===== src/rtl/resp_frame_generator.sv =====
// Multi-channel ACK/NAK response frame generator with round-robin arbitration and backpressure.
// Build option RESP_NAK_CODE_EN appends a reason-code byte (LEN=1) to NAK frames.
module resp_frame_generator #(
  parameter int unsigned NUM_CH = 2,
  localparam int unsigned CH_W = (NUM_CH > 1) ? $clog2(NUM_CH) : 1
) (
  input  logic                  clk,
  input  logic                  reset,
  input  logic [NUM_CH-1:0]     generate_ack,
  input  logic [NUM_CH-1:0]     generate_nak,
  input  logic [8*NUM_CH-1:0]   eid_in,
  input  logic [8*NUM_CH-1:0]   nak_code_in,
  input  logic                  message_data_ready,
  output logic [7:0]            message_data,
  output logic                  message_data_valid,
  output logic                  message_frame_valid,
  output logic [CH_W-1:0]       frame_channel,
  output logic [NUM_CH-1:0]     ch_pending,
  output logic [NUM_CH-1:0]     req_overrun
);

  typedef enum logic [2:0] {
    StIdle,
    StType,
    StEid,
`ifdef RESP_NAK_CODE_EN
    StCode,
`endif
    StLen
  } state_e;

  state_e state_q, state_d;

  logic [NUM_CH-1:0] pending_q;
  logic [NUM_CH-1:0] is_nak_q;
  logic [NUM_CH-1:0] req_overrun_q;
  logic [7:0]        eid_q [NUM_CH];

  logic [7:0]        frame_eid_q;
  logic              frame_nak_q;
  logic [CH_W-1:0]   frame_ch_q;
  logic [CH_W-1:0]   last_grant_q;

  logic              grant_found;
  logic [CH_W-1:0]   grant_idx;
  logic [NUM_CH-1:0] grant_vec;
  logic              do_grant;

`ifdef RESP_NAK_CODE_EN
  logic [7:0]        code_q [NUM_CH];
  logic [7:0]        frame_code_q;
`else
  logic              unused_nak_code;
  assign unused_nak_code = ^nak_code_in;
`endif

  // Round-robin: first pending channel above last_grant, else first at or below it.
  always_comb begin
    grant_found = 1'b0;
    grant_idx   = '0;
    for (int i = 0; i < NUM_CH; i++) begin
      if (!grant_found && pending_q[i] && (CH_W'(i) > last_grant_q)) begin
        grant_found = 1'b1;
        grant_idx   = CH_W'(i);
      end
    end
    for (int i = 0; i < NUM_CH; i++) begin
      if (!grant_found && pending_q[i] && (CH_W'(i) <= last_grant_q)) begin
        grant_found = 1'b1;
        grant_idx   = CH_W'(i);
      end
    end
  end

  assign do_grant = (state_q == StIdle) && grant_found;

  always_comb begin
    grant_vec = '0;
    for (int i = 0; i < NUM_CH; i++) begin
      grant_vec[i] = do_grant && (grant_idx == CH_W'(i));
    end
  end

  // Per-channel request latch; a request on its own grant edge refills the slot.
  always_ff @(posedge clk) begin
    if (reset) begin
      pending_q     <= '0;
      is_nak_q      <= '0;
      req_overrun_q <= '0;
      for (int i = 0; i < NUM_CH; i++) begin
        eid_q[i] <= '0;
`ifdef RESP_NAK_CODE_EN
        code_q[i] <= '0;
`endif
      end
    end else begin
      req_overrun_q <= '0;
      for (int i = 0; i < NUM_CH; i++) begin
        if (generate_ack[i] || generate_nak[i]) begin
          if (pending_q[i] && !grant_vec[i]) begin
            req_overrun_q[i] <= 1'b1;
          end else begin
            pending_q[i] <= 1'b1;
            is_nak_q[i]  <= !generate_ack[i];
            eid_q[i]     <= eid_in[8*i +: 8];
`ifdef RESP_NAK_CODE_EN
            code_q[i]    <= nak_code_in[8*i +: 8];
`endif
          end
        end else if (grant_vec[i]) begin
          pending_q[i] <= 1'b0;
        end
      end
    end
  end

  always_ff @(posedge clk) begin
    if (reset) begin
      frame_eid_q  <= '0;
      frame_nak_q  <= 1'b0;
      frame_ch_q   <= '0;
      last_grant_q <= CH_W'(NUM_CH - 1);
`ifdef RESP_NAK_CODE_EN
      frame_code_q <= '0;
`endif
    end else if (do_grant) begin
      frame_eid_q  <= eid_q[grant_idx];
      frame_nak_q  <= is_nak_q[grant_idx];
      frame_ch_q   <= grant_idx;
      last_grant_q <= grant_idx;
`ifdef RESP_NAK_CODE_EN
      frame_code_q <= code_q[grant_idx];
`endif
    end
  end

  // FSM state register.
  always_ff @(posedge clk) begin
    if (reset) begin
      state_q <= StIdle;
    end else begin
      state_q <= state_d;
    end
  end

  // FSM next state.
  always_comb begin
    state_d = state_q;
    unique case (state_q)
      StIdle: if (grant_found) state_d = StType;
      StType: if (message_data_ready) state_d = StEid;
      StEid:  if (message_data_ready) state_d = StLen;
      StLen: begin
        if (message_data_ready) begin
`ifdef RESP_NAK_CODE_EN
          state_d = frame_nak_q ? StCode : StIdle;
`else
          state_d = StIdle;
`endif
        end
      end
`ifdef RESP_NAK_CODE_EN
      StCode: if (message_data_ready) state_d = StIdle;
`endif
      default: state_d = StIdle;
    endcase
  end

  // FSM outputs.
  always_comb begin
    message_data       = 8'h00;
    message_data_valid = 1'b0;
    unique case (state_q)
      StIdle: begin
        message_data       = 8'h00;
        message_data_valid = 1'b0;
      end
      StType: begin
        message_data       = {7'b0, frame_nak_q};
        message_data_valid = 1'b1;
      end
      StEid: begin
        message_data       = frame_eid_q;
        message_data_valid = 1'b1;
      end
      StLen: begin
`ifdef RESP_NAK_CODE_EN
        message_data       = {7'b0, frame_nak_q};
`else
        message_data       = 8'h00;
`endif
        message_data_valid = 1'b1;
      end
`ifdef RESP_NAK_CODE_EN
      StCode: begin
        message_data       = frame_code_q;
        message_data_valid = 1'b1;
      end
`endif
      default: begin
        message_data       = 8'h00;
        message_data_valid = 1'b0;
      end
    endcase
  end

  assign message_frame_valid = message_data_valid;
  assign frame_channel       = frame_ch_q;
  assign ch_pending          = pending_q;
  assign req_overrun         = req_overrun_q;

endmodule


===== config.mk =====
export PLATFORM = sky130hd
export DESIGN_NAME = resp_frame_generator
export DESIGN_NICKNAME = d
export VERILOG_FILES = /design/src/rtl/resp_frame_generator.sv
export SDC_FILE = /design/constraint.sdc
export NUM_CORES = 1
export LEC_CHECK = 0
export ABC_AREA = 0
export CAP_MARGIN = 10
export CORE_UTILIZATION = 41
export DETAILED_ROUTE_END_ITERATION = 12
export PLACE_DENSITY_LB_ADDON = 0.08
export SYNTH_ARGS = -nofsm -noshare
export SYNTH_HDL_FRONTEND = slang
export SYNTH_SLANG_ARGS = --single-unit

===== constraint.sdc =====
create_clock -name clk -period 1.66 [get_ports clk]
set_input_delay 0.166 -clock clk [delete_from_list [all_inputs] [get_ports clk]]
set_output_delay 0.166 -clock clk [all_outputs]
set_load 0.1 [all_outputs]

==> results of run 1 <==
state kept, by name, indices dropped and copies added (netlist names):
name and cells:
frame_channel 1, frame_eid_q 8, frame_nak_q 1, req_overrun 2
is_nak_q 2, eid_q 16, ch_pending 2, last_grant_q 1
state_q 2
per-layer routing:
metal / vias up / GRT usage (%) / share of wire, %
met4: 0 / 6.522 / 0.53
met1: 530 / 22.37 / 44
met5: - / 0 / 0
li1: 594 / - / -
met2: 34 / 28.22 / 51
met3: 2 / 6.771 / 4.3
timing repair:
action / in CTS / in global routing
setup endpoints to repair: 16 / 24
cloned: 0 / 2
pin swaps: 1 / 4
buffers inserted: 1 / 3
endpoints found under the hold margin: 0 / 0
gates resized for setup: 5 / 7
power by group:
part / leakage (nW) / switching [W] / internal, W
Clock: 0.0612 / 0.000308 / 0.000486
Sequential: 0.336 / 0.000127 / 0.00115
Combinational: 0.551 / 0.00121 / 0.000889
layout make-up:
type / count / area, um^2 / share of cell area, %
Clock inverter: 2 / 35.03 / 1.420
Timing Repair Buffer: 51 / 631.9 / 25.61
Multi-Input combinational cell: 88 / 750.7 / 30.43
Inverter: 5 / 33.78 / 1.369
Clock buffer: 6 / 82.58 / 3.347
Tap cell: 48 / 60.06 / 2.434
Sequential cell: 35 / 873.3 / 35.40
worst max-delay path by stage:
stage	to	slack (ns)
floorplan	eid_q[0][2]$_SDFFCE_PN0P_	0.004
global placement	eid_q[0][2]$_SDFFCE_PN0P_	0.05
detailed placement	eid_q[0][6]$_SDFFCE_PN0P_	-0.0005
CTS	eid_q[0][1]$_SDFFCE_PN0P_	0.004
global route	frame_eid_q[0]$_SDFFE_PP0N_	-0.02
finish	eid_q[1][3]$_SDFFCE_PN0P_	0.05
layout by cell type, fill, tap and decap left out, types with 2 or more instances in the layout:
cell              n
a211oi_1         11
a21o_2            2
a21oi_1           6
and2_1            7
buf_12           14
buf_4            12
clkbuf_8          6
clkdlybuf4s50_1  22
dfxtp_1          15
dfxtp_4           3
edfxtp_1         16
ha_1              2
ha_4              2
inv_1             2
mux2i_1          10
nand2_1           3
nor2_1           14
nor2b_4           2
nor3_1            2
nor3b_1           6
nor3b_2          10
stage by stage:
stage	hold slack (ns)	area, um^2	setup slack [ns]	power (W)
3_5_place_dp	0.4910	2253	-0.0005408	0.003214
5_1_grt	0.4822	2467	-0.02259	0.004390
3_3_place_gp	0.4798	2253	0.05242	0.003160
6_report	0.4724	2467	0.04943	0.004173
4_1_cts	0.4617	2389	0.003668	0.004053
2_1_floorplan	0.2626	1693	0.004059	0.002646
cell families after synthesis:
logic type,Yosys count
AOI/OAI and AO/OA,26
adders and majority gates,4
buffers and inverters,15
DFF,35
muxes,10
and+or+nand+nor,48
==> impl_metrics.toml, run 1 <==
[status]
run_status = "complete, no violations"

[synthesis]
synth_cells = 138
synthFlopType = "dfxtp_1"
yosys_warnings = 0
synth_enable_flop_cells = 16
syn_nets = 181
leading_area_contributor_after_synthesis = "edfxtp_1"
yosysTopAreaCellShare_pct = 29.20
synthSimpleGateAreaFrac_pct = 20.08
postSynth.asyncResetShare_pct = 0
top_count_cell_post_synth = "dfxtp_1"
largest_family_of_logic_cells_by_synthesized_area = "simple AND/OR/NAND/NOR gates"
netlist_top_cells_area = "edfxtp_1, dfxtp_1, nor3b_2, mux2i_1, a211oi_1"
post_synth_fa_ha_maj_area_fraction_pct = 3.042
synth.mux.area_fraction_pct = 6.084
synth.lib_cells_used.distinct = 33
synthTopCellsByCount = "dfxtp_1, edfxtp_1, nor2_1"
synth_area_um2 = 1645
post_synth_xor_area_fraction_pct = 0
synth_compound_area_share_pct = 13.23
synth_seq_cells = 35
post_synth.cell_area_avg_um2 = 11.92
ys_seq_area_share_pct = 52.32

[detailed_routing]
drt-wirelength-per-cell_um = 14.33
detail_route.drc_violations = 0
drt-initial-drc-count = 50
drt_first_pass_iters = 4
vias = 1160
viasPerCell = 4.936
detail-route-antenna-nets = 0
routed_wire_length_um = 3367

[critical_path]
timing.critical_path.cells = "inv_2, ha_4, a21bo_4, a22oi_4, clkbuf_16, nor3b_2"
timing.critical_path.fanout_max = 8
critical_path.slowest_cell = "dfxtp_4"
critical_path_required_ns = 1.69
crit_path_end_kind = "flip-flop"
reg2regPathDepth = 6
crit_path_max_incr_delay_ns = 0.38
path_class = "reg2reg"
timing.reg2reg.setup_slack_ns = 0.05
startpoint_of_the_most_critical_register_to_register_path = "state_q[1]$_SDFFE_PP0P_"
critical_path_start_type = "flip-flop"
arrival_time_at_the_worst_endpoint_ns = 1.64
setup.worst_path.start = "state_q[1]$_SDFFE_PP0P_"
crit_family = "compound AO/OA/AOI/OAI gates"
critPathBufInv = 2
critical_path_depth = 6
end_of_the_worst_register_to_register_path = "eid_q[1][3]$_SDFFCE_PN0P_"

[grt]
grt_pass1_vias = 1121
grt.total_usage_pct = 17.96
grt_first_pass_wirelength_um = 5492
grt.overflow.total = 0
antenna_violations_before_repair = 0
largest_net_degree_at_the_start_of_global_routing = 22

[clock_tree]
cts_sinks = 35
cts.reportedPaths.clkPinSlew_ns = 0.07
cts_hold_repair.buffers = 0
number_of_buffers_created_by_cts = 5
root_driver = "clkbuf_8"
cts_tree = "built"
buffer_depth_of_the_longest_clock_path = 2
worstSkewPairLatency_ns = 0.29
htreeDepth = 2

[power_and_ir_drop]
vdd_drop_max_mv = 0.9265
power_per_cell_area_nw_per_um2 = 1691
static-leakage-power_nw = 0.9476

[min_path]
hold_start = "generate_ack[1]"
hold_end = "is_nak_q[1]$_SDFFE_PP0P_"
worstHoldPathType = "in2reg"
hold_path_depth = 2

[die]
core_ar_um2 = 3744
die_w_um = 65.35
die-height_um = 65.35
floorplan.die_area_um2 = 4271
io_pins = 54
initial_cell_density_of_the_core_pct = 43.95
placementRows = 22

[layout]
final_core_utilization_pct = 65.91
total_of_fill_cells_in_the_finished_design = 305
share_of_cells_above_drive_strength_1_pct = 35.83
finish.net_count = 229
finish.cell_count_without_fillers = 235
synthToLayoutAreaGrowth_pct = 49.96
diodes = 0

[placement]
post-dp-hpwl_um = 2273
place.port_buffers = 37
gp_routability_congestion = 0.7238
dpl.cell_count = 221

[timing]
min_period_ns = 1.611
report.final.slew_viol_count = 0
worst_case_headroom_to_the_max_slew_limit_pct = 79.41
max_freq_mhz = 620.9
timing_hold_violations_final = 0
tightestPinTransition_ns = 0.3089
fraction_of_the_cycle_the_final_worst_path_needs_pct = 97.02
totalNegativeSetupSlack_ns = 0
count_of_endpoints_failing_setup_in_the_final_report = 0
timing.clock.skew_ns = 0.006612
rsz0062_at_grt = "true"

[job]
drv.max_cap_violation_count = 0
Power figures use the tool's default switching activity.
==> inputs of run 2 (changes only) <==
Settings changed: SETUP_SLACK_MARGIN set to 0.3.
Clock period 1.66 ns to 1.4 ns, I/O delays scaled along.
==> impl_metrics.toml, run 2 (synthesis results as in run 1) <==
[status]
run_status = "finished, violations left"
violations = "negative setup slack"

[critical_path]
arrival_time_at_the_worst_endpoint_ns = 1.57
timing.critical_path.cells = "inv_4, ha_4, a21bo_4, a22oi_4, buf_12, nor3b_2"
timing.reg2reg.setup_slack_ns = -0.14
path_class = "reg2reg"
critical_path_required_ns = 1.43
crit_path_max_incr_delay_ns = 0.37
crit_path_end_kind = "flip-flop"
critical_path.slowest_cell = "dfxtp_4"
reg2regPathDepth = 6
timing.critical_path.fanout_max = 16
critical_path_start_type = "flip-flop"

[placement]
dpl.cell_count = 230
post-dp-hpwl_um = 2503
place.port_buffers = 37
gp_routability_congestion = 0.7467

[clock_tree]
buffer_depth_of_the_longest_clock_path = 2
cts.reportedPaths.clkPinSlew_ns = 0.07
htreeDepth = 2
root_driver = "clkbuf_8"
number_of_buffers_created_by_cts = 5
worstSkewPairLatency_ns = 0.28
cts_tree = "built"
cts_hold_repair.buffers = 0
cts_sinks = 35

[timing]
totalNegativeSetupSlack_ns = -5.575
worst_case_headroom_to_the_max_slew_limit_pct = 79.29
timing_hold_violations_final = 0
fraction_of_the_cycle_the_final_worst_path_needs_pct = 109.8
timing.clock.skew_ns = 0.002231
max_freq_mhz = 650.3
count_of_endpoints_failing_setup_in_the_final_report = 55
min_period_ns = 1.538
tightestPinTransition_ns = 0.3106
report.final.slew_viol_count = 0
rsz0062_at_grt = "true"
setup_ws_ns = -0.1377

[die]
placementRows = 22
floorplan.die_area_um2 = 4271
io_pins = 54
core_ar_um2 = 3744
die_w_um = 65.35
die-height_um = 65.35
initial_cell_density_of_the_core_pct = 43.95

[layout]
mostFrequentLayoutCell = "clkdlybuf4s50_1"
diodes = 0
largest_register_ffs = 16
finish.cell_count_without_fillers = 247
reg.largest.list = "eid_q: 16 flops, frame_eid_q: 8 flops"
top_register = "eid_q"
share_of_cells_above_drive_strength_1_pct = 52.26
most_frequent_cells_in_the_layout = "clkdlybuf4s50_1, buf_12, edfxtp_1"
finish.net_count = 241
synthToLayoutAreaGrowth_pct = 70.34

[detailed_routing]
drt-wirelength-per-cell_um = 14.87
vias = 1230
routed_wire_length_um = 3672
detail-route-antenna-nets = 0
detail_route.drc_violations = 0
drt_first_pass_iters = 4
drt-initial-drc-count = 42
viasPerCell = 4.980

[grt]
grt.total_usage_pct = 18.65
antenna_violations_before_repair = 0
grt.overflow.total = 0
grt_first_pass_wirelength_um = 5947
grt_pass1_vias = 1224
largest_net_degree_at_the_start_of_global_routing = 21

[job]
drv.max_cap_violation_count = 0

[min_path]
hold_path_depth = 2
worstHoldPathType = "in2reg"

[power_and_ir_drop]
power_per_cell_area_nw_per_um2 = 2041
vdd_drop_max_mv = 1.202
report.power.total_w = 0.005721
static-leakage-power_nw = 1.072
[run 2: cell count changes in the layout (fill, tap and decap cells not counted), sizes merged]
cell    previous run  this run
clkbuf             7         6
clkinv             1         2
buf               28        40
[run 2: cell type report]
| class | count | area [um^2] |
|---|---|---|
| clock buffers | 5 | 68.82 |
| clock inverters | 3 | 38.79 |
| repair buffers | 63 | 824.5 |
| inverters | 5 | 33.78 |
| flip-flops and latches | 35 | 873.3 |
| fillers | 251 | 940.9 |
| multi-input cells | 88 | 903.4 |
| well taps | 48 | 60.06 |
[run 2: final timing paths]
path                                                   from                          end
worst min register to register  frame_eid_q[3]$_SDFFE_PP0N_  frame_eid_q[3]$_SDFFE_PP0N_
worst max register to register      state_q[1]$_SDFFE_PP0P_    eid_q[1][1]$_SDFFCE_PN0P_
worst max-delay path                state_q[1]$_SDFFE_PP0P_    eid_q[1][1]$_SDFFCE_PN0P_
worst min-delay path                        generate_ack[1]     is_nak_q[1]$_SDFFE_PP0P_
[run 2: report_power, final]
group / switching (W) / internal [W] / total, W
clock: 0.000351 / 0.000521 / 0.000872
combinational: 0.00169 / 0.00162 / 0.00331
sequential: 0.000171 / 0.00136 / 0.00154
[run 2: timing repair]
item / CTS / global route
pin swaps: 7 / 7
gates resized for setup: 16 / 22
endpoints found under the setup margin: 61 / 61
setup buffers: 4 / 3
cloned: 1 / 1
[run 2: through the flow]
| step | worst slack, ns | utilization [%] | instance area, um^2 | hold WS [ns] |
|---|---|---|---|---|
| after floorplan | -0.2340 | - | 1762 | 0.2366 |
| after global placement | -0.1101 | 64.74 | 2424 | 0.4726 |
| after detailed placement | -0.1416 | 64.74 | 2424 | 0.4836 |
| after CTS | -0.1362 | 71.16 | 2664 | 0.4511 |
| after global routing | -0.1988 | 74.87 | 2803 | 0.4692 |
| final | -0.1377 | 74.87 | 2803 | 0.4501 |
[run 2: critical path: cells and delay by family (launching register included)]
kind	cells	cell delay, ns
adders and majority gates	1	0.20
AOI/OAI and AO/OA	2	0.40
buffers and inverters	2	0.25
and+or+nand+nor	1	0.06
DFF	1	0.37
[run 2: routing by layer]
metal  track usage, %  vias up  share of wire, %
met2            31.44       27                52
met5                0        -                 0
li1                 -      616                 -
met3            5.382        2               3.7
met1            23.52      585                44
met4            4.076        0              0.35
==> inputs of run 3 (changes only) <==
Settings changed: ABC_AREA 0 to 1.
==> impl_metrics.toml, run 3 <==
[layout]
diodes = 0
final_core_utilization_pct = 75.23
multiInputGateArea_um2 = 892.1
largest_register_ffs = 16
mostFrequentLayoutCell = "nand2_1"
total_of_fill_cells_in_the_finished_design = 272
top_register = "eid_q"
most_frequent_cells_in_the_layout = "nand2_1, inv_1, clkdlybuf4s50_1"
finish.net_count = 313
regArea_um2 = 875.8
reg.largest.list = "eid_q: 16 flops, frame_eid_q: 8 flops"
synthToLayoutAreaGrowth_pct = 69.44
share_of_cells_above_drive_strength_1_pct = 45.39
finish.cell_count_without_fillers = 319

[timing]
worst_case_headroom_to_the_max_slew_limit_pct = 82.38
setup_ws_ns = -0.07500
timing.clock.skew_ns = 0.005035
tightestPinTransition_ns = 0.2636
fin_worst_hold_slack_ns = 0.4172
fraction_of_the_cycle_the_final_worst_path_needs_pct = 105.4
count_of_endpoints_failing_setup_in_the_final_report = 40
max_freq_mhz = 678.0
rsz0062_at_grt = "true"
report.final.slew_viol_count = 0
min_period_ns = 1.475
timing_hold_violations_final = 0

[synthesis]
synth_cells = 206
top_count_cell_post_synth = "nand2_1"
yosysTopAreaCellShare_pct = 28.49
synth.lib_cells_used.distinct = 25
post_synth_fa_ha_maj_area_fraction_pct = 2.967
synth_seq_cells = 35
netlist_top_cells_area = "edfxtp_1, dfxtp_1, nand2_1, inv_1, a21oi_2"
leading_area_contributor_after_synthesis = "edfxtp_1"
post_synth.cell_area_avg_um2 = 8.187
synthTopCellsByCount = "nand2_1, inv_1, dfxtp_1"
ys_seq_area_share_pct = 51.04
synth_compound_area_share_pct = 14.32
synthSimpleGateAreaFrac_pct = 20.03
synth.mux.area_fraction_pct = 0
syn_nets = 249
yosys_warnings = 0
synth_enable_flop_cells = 16
synth_area_um2 = 1687
post_synth_xor_area_fraction_pct = 0
largest_family_of_logic_cells_by_synthesized_area = "simple AND/OR/NAND/NOR gates"
postSynth.asyncResetShare_pct = 0
synthFlopType = "dfxtp_1"

[placement]
post-dp-hpwl_um = 2523
dpl.cell_count = 299
place_ws_ns = -0.04780
gp_routability_congestion = 0.7501
place.port_buffers = 37

[grt]
largest_net_degree_at_the_start_of_global_routing = 18
antenna_violations_before_repair = 0
grt.total_usage_pct = 20.30
grt_pass1_vias = 1425
grt.overflow.total = 0
grt_first_pass_wirelength_um = 6486

[detailed_routing]
drt-initial-drc-count = 68
drt-wirelength-per-cell_um = 11.88
detail-route-antenna-nets = 0
vias = 1476
routed_wire_length_um = 3790
detail_route.drc_violations = 0
viasPerCell = 4.627
drt_first_pass_iters = 4

[die]
initial_cell_density_of_the_core_pct = 44.40
io_pins = 54
placementRows = 22
core_ar_um2 = 3799
die-height_um = 66.14
die_w_um = 66.14
floorplan.die_area_um2 = 4375

[critical_path]
crit_path_max_incr_delay_ns = 0.38
critical_path.slowest_cell = "dfxtp_4"
critical_path_start_type = "flip-flop"
timing.reg2reg.setup_slack_ns = -0.05
critical_path_required_ns = 1.26
arrival_time_at_the_worst_endpoint_ns = 1.33
path_class = "reg2out"
timing.critical_path.cells = "inv_4, ha_4, a21boi_4, buf_12"
timing.critical_path.fanout_max = 3
crit_path_end_kind = "output port"

[power_and_ir_drop]
sw_frac_of_total_pct = 42.13
p_clk_share_pct = 14.3
sequentialPowerShare_pct = 31.7
power_per_cell_area_nw_per_um2 = 1689
net-switching-power_w = 0.002033
part_of_the_total_power_dissipated_in_combinational_logic_pct = 54.0
power_report.internal_total_w = 0.002793
static-leakage-power_nw = 1.270
vdd_drop_max_mv = 0.9028
report.power.total_w = 0.004826

[clock_tree]
root_driver = "clkbuf_8"
cts.reportedPaths.clkPinSlew_ns = 0.07
cts_hold_repair.buffers = 0
cts_sinks = 35
htreeDepth = 2
worstSkewPairLatency_ns = 0.28
cts_tree = "built"
number_of_buffers_created_by_cts = 5
buffer_depth_of_the_longest_clock_path = 2

[status]
run_status = "finished, violations left"
violations = "negative setup slack"

[min_path]
worstHoldPathType = "in2reg"

[job]
drv.max_cap_violation_count = 0
[run 3: changes by cell type after synthesis, sizes merged, moves of 3 or more]
cell    before  now
nand2        3   65
inv          5   41
a21oi        6   29
nor3b       16    0
a211oi      11    0
mux2i       10    0
and2         8    0
nor2        14    9
o21ai        1    6
nand3        0    4
nor2b        3    0
[run 3: final timing paths]
| path | from | to | cells past startpoint |
|---|---|---|---|
| setup / recovery | state_q[1]$_SDFFE_PP0P_ | message_data[0] | 4 |
| hold / removal | generate_nak[1] | req_overrun[1]$_SDFF_PP0_ | 3 |
| setup reg to reg | state_q[0]$_SDFFE_PP0P_ | eid_q[1][7]$_SDFFCE_PN0P_ | 7 |
| hold reg to reg | frame_eid_q[0]$_SDFFE_PP0N_ | frame_eid_q[0]$_SDFFE_PP0N_ | 2 |
[run 3: layer usage]
layer	up-vias	track usage, %	part of all wire, %
met5	-	0	0
met4	0	6.915	1.3
met3	5	5.172	2.6
met2	29	34.31	52
met1	670	25.00	44
li1	772	-	-
[run 3: area by class of cell]
type,instances,area share [%]
multi-input cells,125,31.22
flip-flops and latches,35,30.65
repair buffers,61,26.18
inverters,41,6.743
clock buffers,7,2.671
well taps,48,2.102
repair inverters,1,0.2627
clock inverters,1,0.1751
[run 3: power groups by stage]
stage	logic [W]	clock network (W)	registers [W]
floorplan	0.00134	0	0.00167
global placement	0.00211	0	0.00152
detailed placement	0.00214	0	0.00153
CTS	0.00248	0.000709	0.00153
global route	0.00280	0.000756	0.00156
finish	0.00261	0.000690	0.00153
[run 3: what timing repair did]
action / CTS / global route
setup endpoints to repair: 61 / 62
pin swaps: 9 / 7
resized for setup: 31 / 14
setup buffers: 5 / 3
cloned: 4 / 0
[run 3: metrics by stage]
stage / area [um^2] / setup TNS [ns]
after global routing: 2858 / -3.736
final: 2858 / -1.053
after detailed placement: 2515 / -0.4055
after floorplan: 1881 / -12.60
after global placement: 2515 / -0.07670
after CTS: 2774 / -0.8912
[run 3: cell families after synthesis]
logic type | count (synthesis)
AO/OA/AOI/OAI | 38
AND/OR/NAND/NOR | 81
buffers and inverters | 48
adder cells (fa/ha/maj) | 4
flip-flops | 35
[run 3: worst max-delay path: cells and delay by family, from the launching register on]
| kind | cells | cell delay, ns |
|---|---|---|
| compound gates | 1 | 0.19 |
| buf+inv | 2 | 0.23 |
| fa+ha+maj | 1 | 0.26 |
| flops | 1 | 0.38 |
